$ cat config.mk
export PLATFORM = sky130hd
export DESIGN_NAME = jac_sequencer
export DESIGN_NICKNAME = d
export VERILOG_FILES = /design/src/rtl/jac_sequencer.sv
export SDC_FILE = /design/constraint.sdc
export NUM_CORES = 1
export LEC_CHECK = 0
export CAP_MARGIN = 20
export CORE_ASPECT_RATIO = 1.25
export CORE_MARGIN = 1
export CORE_UTILIZATION = 44
export DETAILED_ROUTE_END_ITERATION = 12
export PLACE_DENSITY = 0.83
export SLEW_MARGIN = 20
export SYNTH_ARGS = -nofsm -noshare
export SYNTH_HDL_FRONTEND = slang
export SYNTH_SLANG_ARGS = --single-unit
$ cat constraint.sdc
create_clock -name clock -period 1.88 [get_ports clock]
set_input_delay 0.47 -clock clock [delete_from_list [all_inputs] [get_ports clock]]
set_output_delay 0.47 -clock clock [all_outputs]
set_load 0.1 [all_outputs]
$ cat src/rtl/jac_sequencer.sv
// jac_sequencer: fetch/decode/execute controller for the Jac1-8 core.
// It owns R0..R3, the program counter and the latched status register, and it
// drives the combinational ALU. Each instruction takes FETCH, DECODE and EXEC.
// Optional macro SEQ_CALL_EN adds CALL (0x16) and RET (0x17) with a 1-deep
// return register. Without it, those opcodes are reserved and halt the core.
module jac_sequencer #(
  parameter int DataWidth     = 8,
  parameter int NumOpCodeBits = 5,
  parameter int ParamBits     = 8,
  parameter int NumStatusBits = 3,
  parameter int AddrWidth     = 8
) (
  input  logic                     clock,
  input  logic                     reset,
  input  logic                     run,
  output logic                     imem_en,
  output logic [AddrWidth-1:0]     imem_addr,
  input  logic [15:0]              imem_data,
  output logic [NumOpCodeBits-1:0] alu_opcode,
  output logic [DataWidth-1:0]     alu_operand1,
  output logic [DataWidth-1:0]     alu_operand2,
  output logic [ParamBits-1:0]     alu_param,
  input  logic [DataWidth-1:0]     alu_result,
  input  logic [NumStatusBits-1:0] alu_status,
  output logic [AddrWidth-1:0]     pc,
  output logic [NumStatusBits-1:0] status_q,
  output logic                     halted,
  output logic [DataWidth-1:0]     dbg_r0
);

  typedef enum logic [2:0] {S_IDLE, S_FETCH, S_DECODE, S_EXEC, S_HALT} state_t;

  localparam logic [4:0] OP_NOP  = 5'h00;
  localparam logic [4:0] OP_ADD  = 5'h01;
  localparam logic [4:0] OP_SUB  = 5'h02;
  localparam logic [4:0] OP_AND  = 5'h03;
  localparam logic [4:0] OP_OR   = 5'h04;
  localparam logic [4:0] OP_NOT  = 5'h05;
  localparam logic [4:0] OP_XOR  = 5'h06;
  localparam logic [4:0] OP_SHL  = 5'h07;
  localparam logic [4:0] OP_SHR  = 5'h08;
  localparam logic [4:0] OP_VAL  = 5'h09;
  localparam logic [4:0] OP_GOTO = 5'h10;
  localparam logic [4:0] OP_IFZ  = 5'h11;
  localparam logic [4:0] OP_IFNZ = 5'h12;
  localparam logic [4:0] OP_IFEQ = 5'h13;
  localparam logic [4:0] OP_IFST = 5'h14;
  localparam logic [4:0] OP_IFGT = 5'h15;
`ifdef SEQ_CALL_EN
  localparam logic [4:0] OP_CALL = 5'h16;
  localparam logic [4:0] OP_RET  = 5'h17;
`endif

  state_t                   state_q, state_d;
  logic [15:0]              ir_q;
  logic [AddrWidth-1:0]     pc_q, pc_d, pc_inc;
  logic [DataWidth-1:0]     rf_q [4];
  logic [NumStatusBits-1:0] status_d;
  logic                     rf_we;
  logic [DataWidth-1:0]     rf_wdata;
  logic                     halt_op;
`ifdef SEQ_CALL_EN
  logic [AddrWidth-1:0]     ret_q, ret_d;
`endif

  logic [NumOpCodeBits-1:0] ir_op;
  logic [1:0]               ir_ra;
  logic [1:0]               ir_rb;
  logic [ParamBits-1:0]     ir_param;
  logic                     unused_ir_bit;

  assign ir_op         = ir_q[15:11];
  assign ir_ra         = ir_q[10:9];
  assign ir_rb         = ir_q[1:0];
  assign ir_param      = ir_q[7:0];
  assign unused_ir_bit = ir_q[8];

  assign pc_inc    = pc_q + AddrWidth'(1);
  assign pc        = pc_q;
  assign imem_addr = pc_q;
  assign dbg_r0    = rf_q[0];

  // State register; reset wins in every state, including HALT.
  always_ff @(posedge clock) begin
    if (reset) state_q <= S_IDLE;
    else       state_q <= state_d;
  end

  // Next-state logic: three cycles per instruction, and reserved opcodes trap in HALT.
  always_comb begin
    state_d = state_q;
    unique case (state_q)
      S_IDLE:   if (run) state_d = S_FETCH;
      S_FETCH:  state_d = S_DECODE;
      S_DECODE: state_d = S_EXEC;
      S_EXEC:   state_d = halt_op ? S_HALT : (run ? S_FETCH : S_IDLE);
      S_HALT:   state_d = S_HALT;
      default:  state_d = S_IDLE;
    endcase
  end

  // Outputs by state: memory enable in FETCH, ALU drive only in EXEC, idle values elsewhere.
  always_comb begin
    imem_en      = 1'b0;
    halted       = 1'b0;
    alu_opcode   = '0;
    alu_operand1 = '0;
    alu_operand2 = '0;
    alu_param    = '0;
    unique case (state_q)
      S_FETCH: imem_en = 1'b1;
      S_HALT:  halted = 1'b1;
      S_EXEC: begin
        alu_opcode   = ir_op;
        alu_operand1 = rf_q[ir_ra];
        alu_operand2 = rf_q[ir_rb];
        alu_param    = ir_param;
      end
      default: ;
    endcase
  end

  // Execute decode: work out the writeback, status, pc and call-return updates for the held instruction.
  always_comb begin
    pc_d     = pc_q;
    status_d = status_q;
    rf_we    = 1'b0;
    rf_wdata = '0;
    halt_op  = 1'b0;
`ifdef SEQ_CALL_EN
    ret_d    = ret_q;
`endif
    if (state_q == S_EXEC) begin
      case (ir_op)
        OP_NOP: pc_d = pc_inc;
        OP_ADD, OP_SUB, OP_AND, OP_OR, OP_NOT, OP_XOR, OP_SHL, OP_SHR: begin
          rf_we    = 1'b1;
          rf_wdata = alu_result;
          status_d = alu_status;
          pc_d     = pc_inc;
        end
        OP_VAL: begin
          rf_we    = 1'b1;
          rf_wdata = DataWidth'(ir_param);
          pc_d     = pc_inc;
        end
        OP_GOTO: pc_d = AddrWidth'(ir_param);
        OP_IFZ:  pc_d = status_q[2] ? AddrWidth'(ir_param) : pc_inc;
        OP_IFNZ: pc_d = !status_q[2] ? AddrWidth'(ir_param) : pc_inc;
        OP_IFEQ: pc_d = status_q[2] ? AddrWidth'(ir_param) : pc_inc;
        OP_IFST: pc_d = status_q[1] ? AddrWidth'(ir_param) : pc_inc;
        OP_IFGT: pc_d = (!status_q[2] && !status_q[1]) ? AddrWidth'(ir_param) : pc_inc;
`ifdef SEQ_CALL_EN
        OP_CALL: begin
          ret_d = pc_inc;
          pc_d  = AddrWidth'(ir_param);
        end
        OP_RET: pc_d = ret_q;
`endif
        default: halt_op = 1'b1;
      endcase
    end
  end

  // Architectural state: instruction latch in DECODE, and all writeback happens at the end of EXEC.
  always_ff @(posedge clock) begin
    if (reset) begin
      pc_q     <= '0;
      status_q <= '0;
      ir_q     <= '0;
      for (int i = 0; i < 4; i++) rf_q[i] <= '0;
`ifdef SEQ_CALL_EN
      ret_q    <= '0;
`endif
    end else begin
      pc_q     <= pc_d;
      status_q <= status_d;
      if (state_q == S_DECODE) ir_q <= imem_data;
      if (rf_we) rf_q[ir_ra] <= rf_wdata;
`ifdef SEQ_CALL_EN
      ret_q    <= ret_d;
`endif
    end
  end

endmodule
==> results.json <==
{
  "status": "complete, but fails checks",
  "violations": "setup timing",
  "synth-edff-count": 32,
  "maxCapViolations": 0,
  "fp.dieW_um": 79.7,
  "synth_nets": 364,
  "final_nets": 468,
  "area_delta_synth_final_pct": 66.7,
  "synth.area.top_cells": "edfxtp_1, dfxtp_1, mux4_2",
  "cts_tree": "done",
  "fin_crit_sh": 1.13,
  "synth_top_area_cell": "edfxtp_1",
  "setup_slack_ns": -0.246,
  "htree_levels": 3,
  "grt_max_degree": 30,
  "hold_path.class": "register to register",
  "antenna_left": 0,
  "netlist_instances": 333,
  "total_power_w": 0.00395,
  "drive_gt1_frac": 0.437,
  "num_vias": 3111,
  "cp-endpoint": "alu_operand1[2]",
  "syn_avg_cell_area_um2": 9.97,
  "first_global_vias": 3066,
  "ys.flop_type": "dfxtp_1",
  "slew_viol_final": 0,
  "setup.worst_path.start_class": "register",
  "yosysWarnings": 0,
  "fin_cells": 534,
  "io_pins": 88,
  "fin_crit_ns": 2.13,
  "worstSetupEndpointType": "output pin",
  "path_cells": "buf_12 > mux4_2 > and2_4 > buf_12",
  "worstReg2RegEnd": "imem_addr[0]",
  "insertion_delay_ns": 0.35,
  "port_buffers": 86,
  "p_leak_nw": 1.99,
  "holdWs_ns": 0.513,
  "postCtsHoldBufs": 0,
  "cpPeakStageDelay_ns": 0.51,
  "grt_pass1_wl_um": 15000,
  "hpwl_um": 6590,
  "fp-row-count": 35,
  "synth_top_area_frac": 0.289,
  "peakVddDrop_v": 0.000530,
  "finClkSkew_ns": 0.0128,
  "synthArstFlopShare": 0,
  "worstRegToRegCells": 7,
  "rsz0062_at_grt": "yes",
  "avgRoutedWirePerCell_um": 19.4,
  "dieHeight_um": 99.1,
  "via_per_inst": 5.83,
  "synthTopCellsByCount": "nor2_1, nand2_1, dfxtp_1",
  "crit_arrival_ns": 1.66,
  "power.density_nw_per_um2": 714,
  "finalWirelength_um": 10400,
  "yosys.cell_types.count": 44,
  "setup_viol": 29,
  "r2r_setup_slack_ns": 0,
  "timing.rr.start": "state_q[1]",
  "pre_cts_ws_ns": -0.177,
  "antenna_found_initial": 0,
  "antenna_cells": 0,
  "clockBufferDepth": 2,
  "hold_violations": 0,
  "dp.cells": 506,
  "clk_pin_slew_ns": 0.07,
  "core_um2": 7360,
  "critical_path_class": "register to output pin",
  "max_freq_ghz": 0.470,
  "synth_most_common_cell": "nor2_1",
  "die-area_um2": 7900,
  "root_buffer": "clkbuf_8",
  "cp_max_fo": 8,
  "drc": 0,
  "first_pass_iters": 5,
  "slew_headroom": 0.620,
  "yosys_register_bits": 65,
  "ys_seq_area_frac": 0.489,
  "grt.total_usage": 0.257,
  "synth_area_um2": 3320,
  "gp_congestion": 0.811,
  "cpMostUsedCell": "buf_12",
  "worstMarginPinSlew_ns": 0.566,
  "cts_buffers": 9,
  "required_ns": 1.41,
  "drt_iter0_drc": 368,
  "crit_slowest_cell": "mux4_2",
  "cts_sinks": 65,
  "start_util": 0.451,
  "overflow": 0
}
## worst min path at each step
stage | startpoint | to | slack, ns | cells after the start
2_1_floorplan | ir_q[7] | ir_q[7] | 0.45 | 2
3_3_place_gp | ir_q[11] | ir_q[11] | 0.48 | 2
3_5_place_dp | ir_q[2] | ir_q[2] | 0.49 | 2
4_1_cts | ir_q[11] | ir_q[11] | 0.51 | 2
5_1_grt | ir_q[11] | ir_q[11] | 0.55 | 2
6_report | ir_q[11] | ir_q[11] | 0.51 | 2
## power breakdown
part | internal [W] | switching (W)
clock | 0.000609 | 0.000578
sequential | 0.00156 | 0.000109
combinational | 0.000478 | 0.000618
## stage by stage
step,setup TNS [ns],cell area (µm²),util
floorplan,-4.28,3440,-
global placement,-2.52,5060,0.688
detailed placement,-5.49,5060,0.688
CTS,-5.44,5410,0.735
global route,-7.39,5530,0.752
finish,-5.55,5530,0.752
## layout make-up
| class | instances | area, µm² |
|---|---|---|
| Clock buffer | 9 | 124 |
| Clock inverter | 7 | 71.3 |
| Fill cell | 434 | 1820 |
| Inverter | 6 | 22.5 |
| Multi-Input combinational cell | 231 | 1720 |
| Sequential cell | 65 | 1650 |
| Tap cell | 92 | 115 |
| Timing Repair Buffer | 124 | 1840 |
## registers in the layout (all words and copies together), names as in the netlist, named ones only
name,flops
rf_q,32
ir_q,15
imem_addr,8
status_q,3
state_q,3
## kinds of logic (layout without fill, tap and decap cells)
group	Yosys count	after routing	share of synthesized area
and+or+nand+nor	159	159	0.232
DFF	65	65	0.489
AOI/OAI and AO/OA	48	48	0.0905
buffers and inverters	37	146	0.0554
muxes	22	22	0.127
adders and majority gates	1	1	0.00377
xor gates and xnor gates	1	1	0.00264
## worst max-delay path: cells and delay by family, from the launching register on
kind          cells  cell delay, ns
buf+inv           2            0.30
simple gates      1            0.16
mux               1            0.51
flops             1            0.34
## metal layers
layer / vias to the layer above / routed length, µm / track usage / part of all wire
met3: 43 / 764 / 0.0450 / 0.074
met4: 0 / 412 / 0.168 / 0.040
met5: - / 0 / 0 / 0
met1: 1484 / 3550 / 0.267 / 0.34
li1: 1377 / - / - / -
met2: 207 / 5660 / 0.466 / 0.55
## placed cells by master, fill, tap and decap left out, types with 3 or more instances in the layout
| cell type | instances |
|---|---|
| nand2_1 | 42 |
| dfxtp_2 | 13 |
| nor2_1 | 46 |
| clkdlybuf4s50_1 | 28 |
| buf_6 | 9 |
| nand2_4 | 3 |
| a22oi_1 | 6 |
| a31oi_1 | 4 |
| nand3_1 | 8 |
| and2_4 | 26 |
| buf_12 | 60 |
| dfxtp_1 | 17 |
| mux2i_1 | 5 |
| nor2b_1 | 3 |
| inv_1 | 5 |
| nor2_4 | 3 |
| nor3_1 | 5 |
| dfxtp_4 | 3 |
| o21ai_0 | 6 |
| edfxtp_1 | 32 |
| buf_4 | 25 |
| a21oi_1 | 19 |
| clkbuf_8 | 9 |
| mux4_2 | 16 |
## timing repair
action | 4_1_cts | 5_1_grt
gates cloned | 2 | 0
pin swaps | 17 | 3
endpoints found under the setup margin | 61 | 89
setup buffers | 6 | 6
gates resized for setup | 19 | 23
No activity file was read; power rests on OpenSTA's default activity.
